<file path="config.mk">
export PLATFORM = sky130hd
export DESIGN_NAME = result_wb_flat
export DESIGN_NICKNAME = d
export VERILOG_FILES = /design/src/rtl/result_wb_if.sv /design/src/rtl/result_wb.sv /design/src/flat_wrapper.sv
export SDC_FILE = /design/constraint.sdc
export NUM_CORES = 1
export LEC_CHECK = 0
export CORE_ASPECT_RATIO = 0.8
export CORE_MARGIN = 4
export CORE_UTILIZATION = 25
export DETAILED_ROUTE_END_ITERATION = 16
export PLACE_DENSITY = 0.49
export SLEW_MARGIN = 20
export SYNTH_ARGS = -nofsm -noshare
export SYNTH_HDL_FRONTEND = slang
export SYNTH_SLANG_ARGS = --single-unit
</file>
<file path="constraint.sdc">
create_clock -name clk -period 5.25 [get_ports clk]
set_input_delay 1.05 -clock clk [delete_from_list [all_inputs] [get_ports clk]]
set_output_delay 1.05 -clock clk [all_outputs]
set_load 0.01 [all_outputs]
</file>
<file path="src/rtl/result_wb_if.sv">
// Bundles the signals between the ALU, the result writeback buffer, the
// register file and the operand-forwarding path.
// Ports: none. Modport master = ALU/regfile/decode side, slave = buffer.
interface result_wb_if;
    // ALU result offer
    logic        invalid;
    logic [31:0] resultin;
    logic [4:0]  destreg;
    logic        inready;
    // register-file write port
    logic        regwrite;
    logic [4:0]  writereg;
    logic [31:0] writedata;
    logic        wbready;
    // operand forwarding lookup
    logic [4:0]  srcreg1;
    logic [4:0]  srcreg2;
    logic        fwd1hit;
    logic        fwd2hit;
    logic [31:0] fwd1data;
    logic [31:0] fwd2data;
    // occupancy
    logic [3:0]  pendcount;

    modport master (
        output invalid, resultin, destreg, wbready, srcreg1, srcreg2,
        input  inready, regwrite, writereg, writedata,
        input  fwd1hit, fwd2hit, fwd1data, fwd2data, pendcount
    );

    modport slave (
        input  invalid, resultin, destreg, wbready, srcreg1, srcreg2,
        output inready, regwrite, writereg, writedata,
        output fwd1hit, fwd2hit, fwd1data, fwd2data, pendcount
    );
endinterface

</file>
<file path="src/rtl/result_wb.sv">
// Purpose: FIFO of ALU results awaiting register-file writeback, with operand forwarding.
// Latency: a result pushed into an empty buffer is offered on regwrite one cycle later.
// Backpressure: inready drops when full (never combinationally from wbready); head holds while wbready=0.
// Ports: clk, rst_n (async active-low), bus (result_wb_if.slave: ALU offer,
// register-file write, forwarding lookup, pendcount).
module result_wb #(
    parameter int DEPTH = 2    // power of two, 2..8
) (
    input  logic       clk,
    input  logic       rst_n,
    result_wb_if.slave bus
);

    localparam int PW = $clog2(DEPTH);

    typedef enum logic [1:0] {
        EMPTY,
        PARTIAL,
        FULL
    } occ_t;

    logic [4:0]    mem_reg [DEPTH];
    logic [31:0]   mem_dat [DEPTH];
    logic [PW-1:0] rd_ptr;
    logic [PW-1:0] wr_ptr;
    logic [3:0]    count;
    logic [3:0]    count_nxt;
    occ_t          state;
    logic          push;
    logic          pop;

    // Occupancy state is a pure decode of count; count is the only state.
    always_comb begin
        state = PARTIAL;
        if (count == 4'd0) begin
            state = EMPTY;
        end else if (count == 4'(DEPTH)) begin
            state = FULL;
        end
    end

    // inready depends only on occupancy, so a full buffer refuses a new
    // result even in a cycle where the head is being written back.
    assign bus.inready = (state != FULL);
    assign bus.regwrite = (state != EMPTY);

    // Writes to r0 are accepted from the ALU but never stored.
    assign push = bus.invalid && bus.inready && (bus.destreg != 5'd0);
    assign pop  = bus.regwrite && bus.wbready;

    always_comb begin
        count_nxt = count;
        case ({push, pop})
            2'b10:   count_nxt = count + 4'd1;
            2'b01:   count_nxt = count - 4'd1;
            default: count_nxt = count;
        endcase
    end

    always_ff @(posedge clk or negedge rst_n) begin
        if (!rst_n) begin
            count  <= 4'd0;
            rd_ptr <= '0;
            wr_ptr <= '0;
            for (int i = 0; i < DEPTH; i++) begin
                mem_reg[i] <= 5'd0;
                mem_dat[i] <= 32'd0;
            end
        end else begin
            count <= count_nxt;
            if (push) begin
                mem_reg[wr_ptr] <= bus.destreg;
                mem_dat[wr_ptr] <= bus.resultin;
                // pointers are PW bits wide, so they wrap modulo DEPTH
                wr_ptr          <= wr_ptr + PW'(1);
            end
            if (pop) begin
                rd_ptr <= rd_ptr + PW'(1);
            end
        end
    end

    // Popped slots keep stale contents, so the head is gated when empty.
    assign bus.writereg  = (state == EMPTY) ? 5'd0  : mem_reg[rd_ptr];
    assign bus.writedata = (state == EMPTY) ? 32'd0 : mem_dat[rd_ptr];
    assign bus.pendcount = count;

    // Forwarding walks the occupied entries oldest to youngest so the
    // youngest match is the one left standing. Only stored entries are
    // searched; a result being pushed this cycle shows up next cycle.
    logic [PW-1:0] idx;

    always_comb begin
        idx          = '0;
        bus.fwd1hit  = 1'b0;
        bus.fwd2hit  = 1'b0;
        bus.fwd1data = 32'd0;
        bus.fwd2data = 32'd0;
        for (int i = 0; i < DEPTH; i++) begin
            idx = rd_ptr + PW'(i);
            if (4'(i) < count) begin
                if ((bus.srcreg1 != 5'd0) && (mem_reg[idx] == bus.srcreg1)) begin
                    bus.fwd1hit  = 1'b1;
                    bus.fwd1data = mem_dat[idx];
                end
                if ((bus.srcreg2 != 5'd0) && (mem_reg[idx] == bus.srcreg2)) begin
                    bus.fwd2hit  = 1'b1;
                    bus.fwd2data = mem_dat[idx];
                end
            end
        end
    end

endmodule

</file>
<file path="src/flat_wrapper.sv">
// flat-port wrapper written by rule: the top's interface ports become plain ports
module result_wb_flat 
#(
    parameter int DEPTH = 2                         
)
  (clk, rst_n, bus_invalid, bus_resultin, bus_destreg, bus_wbready, bus_srcreg1, bus_srcreg2, bus_inready, bus_regwrite, bus_writereg, bus_writedata, bus_fwd1hit, bus_fwd2hit, bus_fwd1data, bus_fwd2data, bus_pendcount);
  result_wb_if bus_i ();
  input  logic clk;
  input  logic rst_n;
  input wire logic [$bits(bus_i.invalid)-1:0] bus_invalid;
  input wire logic [$bits(bus_i.resultin)-1:0] bus_resultin;
  input wire logic [$bits(bus_i.destreg)-1:0] bus_destreg;
  input wire logic [$bits(bus_i.wbready)-1:0] bus_wbready;
  input wire logic [$bits(bus_i.srcreg1)-1:0] bus_srcreg1;
  input wire logic [$bits(bus_i.srcreg2)-1:0] bus_srcreg2;
  output wire logic [$bits(bus_i.inready)-1:0] bus_inready;
  output wire logic [$bits(bus_i.regwrite)-1:0] bus_regwrite;
  output wire logic [$bits(bus_i.writereg)-1:0] bus_writereg;
  output wire logic [$bits(bus_i.writedata)-1:0] bus_writedata;
  output wire logic [$bits(bus_i.fwd1hit)-1:0] bus_fwd1hit;
  output wire logic [$bits(bus_i.fwd2hit)-1:0] bus_fwd2hit;
  output wire logic [$bits(bus_i.fwd1data)-1:0] bus_fwd1data;
  output wire logic [$bits(bus_i.fwd2data)-1:0] bus_fwd2data;
  output wire logic [$bits(bus_i.pendcount)-1:0] bus_pendcount;
  assign bus_i.invalid = bus_invalid;
  assign bus_i.resultin = bus_resultin;
  assign bus_i.destreg = bus_destreg;
  assign bus_i.wbready = bus_wbready;
  assign bus_i.srcreg1 = bus_srcreg1;
  assign bus_i.srcreg2 = bus_srcreg2;
  assign bus_inready = bus_i.inready;
  assign bus_regwrite = bus_i.regwrite;
  assign bus_writereg = bus_i.writereg;
  assign bus_writedata = bus_i.writedata;
  assign bus_fwd1hit = bus_i.fwd1hit;
  assign bus_fwd2hit = bus_i.fwd2hit;
  assign bus_fwd1data = bus_i.fwd1data;
  assign bus_fwd2data = bus_i.fwd2data;
  assign bus_pendcount = bus_i.pendcount;
  result_wb #(.DEPTH(DEPTH)) u_core (.clk(clk), .rst_n(rst_n), .bus(bus_i));
endmodule
</file>
==> results.md <==
- Number of pins exceeding their max-slew limit in the final report: 0
- Minimum clock period: 4.79 ns
- Number of placed instances, taps included: 1,042
- Fraction of synthesized cell area taken by the top area cell type: 34.3%
- Arrival @ worst endpoint: 3.74 ns
- Hold endpoint: u_core.mem_dat[35]$_DFFE_PN0P_
- Count of mapped cells out of synthesis: 603
- Global-route wire length before repair: 30,200 um
- Pre-Repair DR Iteration Count: 6
- Total of cells resized after clock tree synthesis: 0
- Run status: finished clean
- Fraction of synthesized area in multiplexers: 38.9%
- Cells on worst reg2reg path: 8
- Relative slew slack: 47.8%
- Sequential standard cell area: 2010 sq um
- Required arrival time at the worst endpoint: 4.20 ns
- Peak supply drop: 0.000350 V
- RD Place Congestion: 0.765
- Total Negative Setup Slacks: 0 ns
- Maximum count of clock buffers along a single path: 2
- Hold WC Path Type: flip-flop to flip-flop
- Width of the die: 179 um
- TritonCTS clock tree: yes
- Simple-gate area share of the yosys netlist: 15.1%
- Share of the synthesized area in compound gates (AO/OA/AOI/OAI): 0.300%
- Multi-input combinational cell area: 3520 sq um
- Setup skew after layout: 0.00742 ns
- Worst-path clk slew: 0.06 ns
- Number of buffers created by CTS: 9
- Slack of the worst reg-to-reg path: 2.34 ns
- Layout overhead on the synthesized area: 38.7%
- Final-layout fill cell count: 2,320
- Antenna violations before repair: 3
- Global routing usage summed across all routing layers: 15.1%
- Max-cap viol count: 0
- Crit path from: bus_srcreg1[1]
- Count of antenna diodes in the layout: 0
- Post-synthesis share of cell area spent on full adders, half adders and majority gates: 1.29%
- Final setup violation count: 0
- Achievable Freq: 0.209 GHz
- Total via count in the routed design: 4,925
- Nets in the synthesized netlist: 660
- Type of the worst setup path: primary input to output port
- TritonCTS sink count: 80
- Area of the die: 25,900 sq um
- Largest family of logic cells by synthesized area: multiplexers
- Seq/Total Area, Yosys: 34.3%
- Crit path capture type: output port
- Number of vias per cell after detailed routing: 4.66
- Final ANT Viol Nets: 0
- Worst Tran Pin Value: 0.784 ns
- Initial standard-cell utilization of the core: 25.7%
- Non-filler cells, final: 1,058
- Final worst-path cycle share: 91.2%
- Fin worst setup slack: 0.462 ns
- Layout cells sized above 1: 6.65%
- Startpoint of the lowest-slack register-to-register path: u_core.bus.pendcount[0]$_DFFE_PN0P_
- Biggest area contributors in the synthesized netlist: dfrtp_1 34%, mux2_1 20%, mux2i_1 18%, nand2_1 6.7%, nor3_1 5.7%
- Setup Slack @ Placement: 0.436 ns
- Final net count: 804
- Critical Path Start Type: primary input
- Via count of the first global-routing pass: 4,915
- Distinct cell type count of the synthesized netlist: 29
- Unrepaired setup endpoints after global routing: false
- Root Buffer Master: clkbuf_16
- End of the worst register-to-register path: u_core.mem_dat[8]$_DFFE_PN0P_
- Post-detailed-placement half-perimeter wirelength: 13,500 um
- Overall overflow remaining after global route: 0
- Postcts setup bufs: 0
- DRC violation total after the first TritonRoute iteration: 174
- Flip-flop count of the largest register after layout: 64
- Mean Syn Cell Area: 9.68 sq um
- DRC violation count after routing: 0
- Largest net degree at the start of global routing: 50
- I/O pins: 160
- Routed wire length: 19,700 um
- Total number of H-tree levels: 3
- Maximum net fanout on the critical path: 17
- Number of port buffers: 159
- Core Rows: 49
- Number of hold-repair buffers added at the cts stage: 0
- Cell taking the most area after synthesis: dfrtp_1
- Worst Hold Path Cells: 1
- Post-synthesis instance area: 5840 sq um
- Leakage power figure: 0.00377 uW
- Number of endpoints with negative hold slack in the final report: 0
- Clock insertion delay at the later pin of the skew report: 0.34 ns
- Pwr per Cell Area: 663 nW/um^2
- Vert. Die Dim: 145 um
- Area of the placeable core: 22,700 sq um
- Xor/xnor share of the synthesized area: 3.75%
- Synth Register Bits: 80
- Worst Hold Launch: u_core.mem_dat[35]$_DFFE_PN0P_
- Warning count from the yosys run: 0
- Routed wire length per instance: 18.6 um
[power by group]
| group | total (uW) | switching (uW) | internal [uW] |
|---|---|---|---|
| registers | 1230 | 293 | 940 |
| logic | 3430 | 1770 | 1660 |
| clock network | 710 | 266 | 444 |
[synthesized netlist by cell type (all sizes together)]
cell,instances
a21oi,1
and2,1
buf,23
clkbuf,21
dfrtp,80
ha,6
inv,36
mux2,106
mux2i,107
nand2,104
nand3,1
nand4,2
nand4b,1
nor2,10
nor3,67
nor3b,1
nor4,2
o211ai,1
o21ai,1
or2,1
or4,5
or4b,1
xnor2,14
xor2,11
[placed cells by master, fill, tap and decap left out, drive strengths merged]
cell           count
xnor2             14
a21oi              1
o211ai             1
nor3              67
nand4              2
clkinv             1
or2                1
buf               19
ha                 6
nor3b              1
dfrtp             80
nand2            104
clkbuf            12
or4                5
clkinvlp           1
mux2i            107
mux2             106
xor2              11
nor2              10
inv               36
o21ai              1
nor4               2
bufinv             2
and2               1
clkdlybuf4s50    158
nand4b             1
nand3              1
or4b               1
[logic make-up after synthesis]
group                    Yosys count
AO/OA/AOI/OAI                      3
XOR/XNOR                          25
adder cells (fa/ha/maj)            6
buffers and inverters             80
flip-flops                        80
multiplexers                     213
AND/OR/NAND/NOR                  196
[how the worst max path moves through the flow]
stage                     slack, ns               end
after floorplan                1.60  bus_fwd1data[10]
after global placement         0.39   bus_fwd2data[1]
after detailed placement       0.44  bus_fwd1data[22]
after CTS                      0.41  bus_fwd1data[22]
after global routing           0.29  bus_fwd1data[19]
final                          0.46  bus_fwd1data[19]
[per-stage QoR]
stage / util [%] / instance area [sq um] / hold WS (ns) / power, uW
floorplan: - / 5840 / 0.461 / 3240
global placement: 34.1 / 7770 / 0.494 / 4710
detailed placement: 34.1 / 7770 / 0.501 / 4700
CTS: 35.6 / 8100 / 0.515 / 5450
global route: 35.6 / 8100 / 0.525 / 5810
finish: 35.6 / 8100 / 0.510 / 5370
[final cells by class]
cell class	instances	area share (%)
clock inverter	4	0.942
inverter	36	1.67
multi-input combinational	443	43.4
tap	306	4.73
clock buffer	12	3.17
timing repair buffer	177	21.3
sequential	80	24.8
[critical path: stages]
cell and delay, ns:
clkdlybuf4s50_1 0.60, xor2_1 0.19, nand4_1 0.11, or4_2 0.68, buf_4 0.27, mux2i_1 0.24, clkdlybuf4s50_1 0.58
[layer usage]
metal	vias to the layer above	global-route usage (%)	share of wire [%]
met5	-	0	0.26
met4	6	3.27	0.80
met3	19	3.95	6.5
met2	139	22.7	43
met1	2392	22.0	50
li1	2369	-	-
No activity file was read; power rests on OpenSTA's default activity.
